### config.mk
export PLATFORM = sky130hd
export DESIGN_NAME = gpio_to_mouse
export DESIGN_NICKNAME = d
export VERILOG_FILES = /design/src/rtl/gpio_to_mouse.sv
export SDC_FILE = /design/constraint.sdc
export NUM_CORES = 1
export LEC_CHECK = 0
export BUFFER_PORTS_ARGS = -buffer_cell sky130_fd_sc_hd__buf_2
export CORE_MARGIN = 10
export CORE_UTILIZATION = 59
export DETAILED_ROUTE_END_ITERATION = 10
export PLACE_DENSITY = 0.78
export SYNTH_ARGS = -nofsm -noshare
export SYNTH_HDL_FRONTEND = slang
export SYNTH_SLANG_ARGS = --single-unit
### constraint.sdc
create_clock -name clk -period 2.9 [get_ports clk]
set_input_delay 0.58 -clock clk [delete_from_list [all_inputs] [get_ports clk]]
set_output_delay 0.58 -clock clk [all_outputs]
set_load 0.02 [all_outputs]
### src/rtl/gpio_to_mouse.sv
// Qualifies two asynchronous remote button levels from the peer board into mouse commands.
// Each channel is synchronized, then debounced by a persistence counter; rejected pulses are tallied.
module gpio_to_mouse #(
  parameter int unsigned STABLE_CYCLES = 400,
  parameter int unsigned CNT_W         = 16
) (
  input  logic       clk,
  input  logic       rst,
  input  logic       gpio_left_in,
  input  logic       gpio_right_in,
  output logic       m_left,
  output logic       m_right,
  output logic       left_press,
  output logic       right_press,
  output logic       conflict,
  output logic [7:0] glitch_cnt
);

  localparam logic [CNT_W-1:0] LAST = CNT_W'(STABLE_CYCLES - 1);

  // Bit 0 is the left channel, bit 1 the right channel throughout.
  logic [1:0]       sync_1, sync_2;
  logic [1:0]       filt, filt_nx;
  logic [CNT_W-1:0] cnt    [2];
  logic [CNT_W-1:0] cnt_nx [2];
  logic [1:0]       rej;
  logic [8:0]       glitch_sum;
  logic [7:0]       glitch_nx;

  always_comb begin
    filt_nx = filt;
    rej     = '0;
    for (int unsigned i = 0; i < 2; i++) begin
      cnt_nx[i] = cnt[i];
      if (sync_2[i] == filt[i]) begin
        cnt_nx[i] = '0;
        rej[i]    = (cnt[i] != '0);
      end else if (cnt[i] == LAST) begin
        filt_nx[i] = sync_2[i];
        cnt_nx[i]  = '0;
      end else begin
        cnt_nx[i] = cnt[i] + CNT_W'(1);
      end
    end
    glitch_sum = {1'b0, glitch_cnt} + {8'b0, rej[0]} + {8'b0, rej[1]};
    glitch_nx  = glitch_sum[8] ? 8'hFF : glitch_sum[7:0];
  end

  // Outputs are registered from the next filtered levels so they change on the same edge as filt.
  always_ff @(posedge clk or posedge rst) begin
    if (rst) begin
      sync_1      <= '0;
      sync_2      <= '0;
      filt        <= '0;
      cnt[0]      <= '0;
      cnt[1]      <= '0;
      m_left      <= 1'b0;
      m_right     <= 1'b0;
      left_press  <= 1'b0;
      right_press <= 1'b0;
      conflict    <= 1'b0;
      glitch_cnt  <= '0;
    end else begin
      sync_1      <= {gpio_right_in, gpio_left_in};
      sync_2      <= sync_1;
      filt        <= filt_nx;
      cnt[0]      <= cnt_nx[0];
      cnt[1]      <= cnt_nx[1];
      m_left      <= filt_nx[0] & ~filt_nx[1];
      m_right     <= filt_nx[1] & ~filt_nx[0];
      left_press  <= filt_nx[0] & ~filt[0];
      right_press <= filt_nx[1] & ~filt[1];
      conflict    <= filt_nx[0] & filt_nx[1];
      glitch_cnt  <= glitch_nx;
    end
  end

endmodule

==> run metrics <==
Worst IR Drop VDD ~0.26 mV; status finished, final reports clean; antenna viol nets, final 0; Reg clk slew, reported paths 0.09 ns; area growth from synthesis to layout 9.99%; Placeable Area ~4000 um2; DP HPWL roughly 3100 um; initial antenna violation count 0; top cells by count, synth dfrtp_1 (51), nor2_1 (39), xnor2_1 (27), inv_1 (17), nor4_1 (14); root buffer cell clkbuf_8; pin count of the biggest net entering global routing 52; WS Path Type register to register; most common cell in the netlist dfrtp_1; synth unique cells 35; Compound-Gate Fraction of Synth Area 0.0139; Tmin final 2.63 ns; PortBufs 16; unrepaired setup endpoints after global routing no; GR Util met1 0.168; Synth Area in XOR/XNOR 0.119; RD Place Congestion 0.824; DR vias 1734; worst reg2reg path depth 10; post-synth top area cell dfrtp_1; critical path's most frequent cell and3_1; vias in the first global route 1753; register area share after synthesis 0.526; total gr overflow 0; number of synthesized register bits 51; Worst-Skew Late Latency 0.30 ns; Post-route DRC 0; final worst path period share 0.907; largest family of logic cells by synthesized area simple AND/OR/NAND/NOR gates; mean routed wirelength per cell 15.0 um; Die H 84.2 um; I/O pins 17; slowest CP cell dfrtp_1; met3 usage 0.0338; Top FF cell, synth dfrtp_1; first-pass GRT wire length approximately 8000 um; Post-synth EDFFs 0; DRT Wirelength 4570 um; mux share of post-synthesis cell area 0.0129; num rows 23; Rel. slew slack 0.313; Max-Cap Viols 0; syn_nets 244; met2 usage 0.198; clock sinks 51; Final Setup Violations 0; FILL cells 314; Worst path max stage delay 0.46 ns; Leak Pwr 0.00118 uW; Hold-fix buffers, CTS 0; DR vias/cell 5.70; total power 1530 uW; clock skew 0.00507 ns; share of layout cells above drive strength 1 0.146; worst min path class register to register; Max Freq 380 MHz; DR pass1 iterations 4; # nets final ~260; pwr/cell area 571 nW/um2; gr busiest metal met2; mapped cell area around 2400 um2; synth warn 0; top-area cell type share of the netlist area 0.526; crit path DAT around 2.8 ns; Mapped Cells about 230; crit-path max FO 6; Hold Path Depth 0; # diodes 0; Req. time, crit path around 3.1 ns; worst-path cell chain nor4_4 -> nand4_1 -> o31ai_1 -> fa_1 -> inv_1 -> ha_1 -> and3_1 -> and3_1 -> nand3_1 -> nand2_1; count of final hold-check violations 0; Tightest Pin Transition 1.03 ns; CTS H-Tree Depth 2; Slew Limit Fails 0; Worst setup SP type register; CP Capture Type register; Clock Tree Buf Depth 2; setup TNS 0 ns; Num CTS Buffers 5; CTS tree yes; Synth Area in Simple Gates 0.248; Setup Fix Bufs, Post-CTS 0; Adder-Cell Fraction of Synth Area 0.0340; top cells by area, synth dfrtp_1 (53%), xnor2_1 (9.7%), nor2_1 (6.0%); average size of a mapped cell 10.4 um2; share of flip-flops with an asynchronous set or reset 1.00; Die ar. 7080 um2; starting DRC count in detailed routing 69; Die X 84.2 um; initial core utilization 0.607; Total Routing Usage GR 0.131
[kinds of logic (layout without fill, tap and decap cells)]
| family | count (synthesis) | after routing |
|---|---|---|
| DFF | 51 | 51 |
| AOI/OAI and AO/OA | 5 | 5 |
| and+or+nand+nor | 114 | 114 |
| xor gates and xnor gates | 33 | 33 |
| muxes | 3 | 3 |
| buffers and inverters | 22 | 42 |
| adders and majority gates | 6 | 6 |
[worst max-delay path, delay by kind of cell, from the launching register on]
family / cells / cell delay, ns
and+or+nand+nor: 6 / 1.23
adders and majority gates: 2 / 0.46
DFF: 1 / 0.46
AOI/OAI and AO/OA: 1 / 0.31
buffers and inverters: 1 / 0.04
[what timing repair did]
action / 4_1_cts / 5_1_grt
hold endpoints to repair: 0 / 0
gates resized for setup: 0 / 6
endpoints found under the setup margin: 0 / 7
[layout by cell type, fill, tap and decap left out, types with 3 or more instances in the layout]
master and count:
dfrtp_1 51, clkbuf_8 7, nor2_1 39, buf_2 16
nor4_2 3, nor3_1 6, ha_1 5, and3_1 5
inv_1 16, xnor2_1 27, nand2_1 11, nand4_1 11
nor4_1 10, nand3_1 10, xor2_1 6
[state kept, by name, indices dropped and copies added, names as in the netlist]
register,count
cnt,32
m_left,1
conflict,1
sync_2,2
m_right,1
left_press,1
sync_1,2
glitch_cnt,8
right_press,1
filt,2
[routing by layer]
layer | part of all wire | vias up
met2 | 0.46 | 42
met5 | 0 | -
met4 | 0.030 | 0
met1 | 0.47 | 848
met3 | 0.042 | 14
li1 | - | 830
[power by group]
group / total [uW] / switching (uW) / internal [uW] / leakage (uW)
registers: 821 / 54.9 / 767 / 0.000687
logic: 253 / 155 / 97.9 / 0.000440
clock network: 451 / 234 / 217 / 0.0000505
[per-stage QoR]
step,hold WS (ns),instance area (um2),utilization,cells,setup slack [ns]
after floorplan,0.331,2430,-,234,0.520
after global placement,0.333,2530,0.632,296,0.297
after detailed placement,0.336,2530,0.632,296,0.127
after CTS,0.357,2630,0.658,304,0.118
after global routing,0.367,2670,0.668,304,0.0143
final,0.351,2670,0.668,304,0.270
[final timing paths]
kind | end | slack, ns | startpoint
worst max-delay path | glitch_cnt[4] | 0.27 | cnt[9]
worst min-delay path | sync_2[1] | 0.35 | sync_1[1]
worst max register to register | glitch_cnt[4] | 0.27 | cnt[9]
worst min register to register | sync_2[1] | 0.35 | sync_1[1]
max in group asynchronous | cnt[16] | 1.75 | rst
min in group asynchronous | cnt[10] | 0.52 | rst
[final cells by class]
cell class / instances / area, um2 / area share
Multi-Input combinational cell: 161 / 1080 / 0.403
Clock buffer: 7 / 96.3 / 0.0361
Inverter: 17 / 63.8 / 0.0239
Clock inverter: 1 / 7.51 / 0.00281
Sequential cell: 51 / 1280 / 0.478
Tap cell: 50 / 62.6 / 0.0234
Timing Repair Buffer: 17 / 87.6 / 0.0328
(Power assumes the default switching activity.)
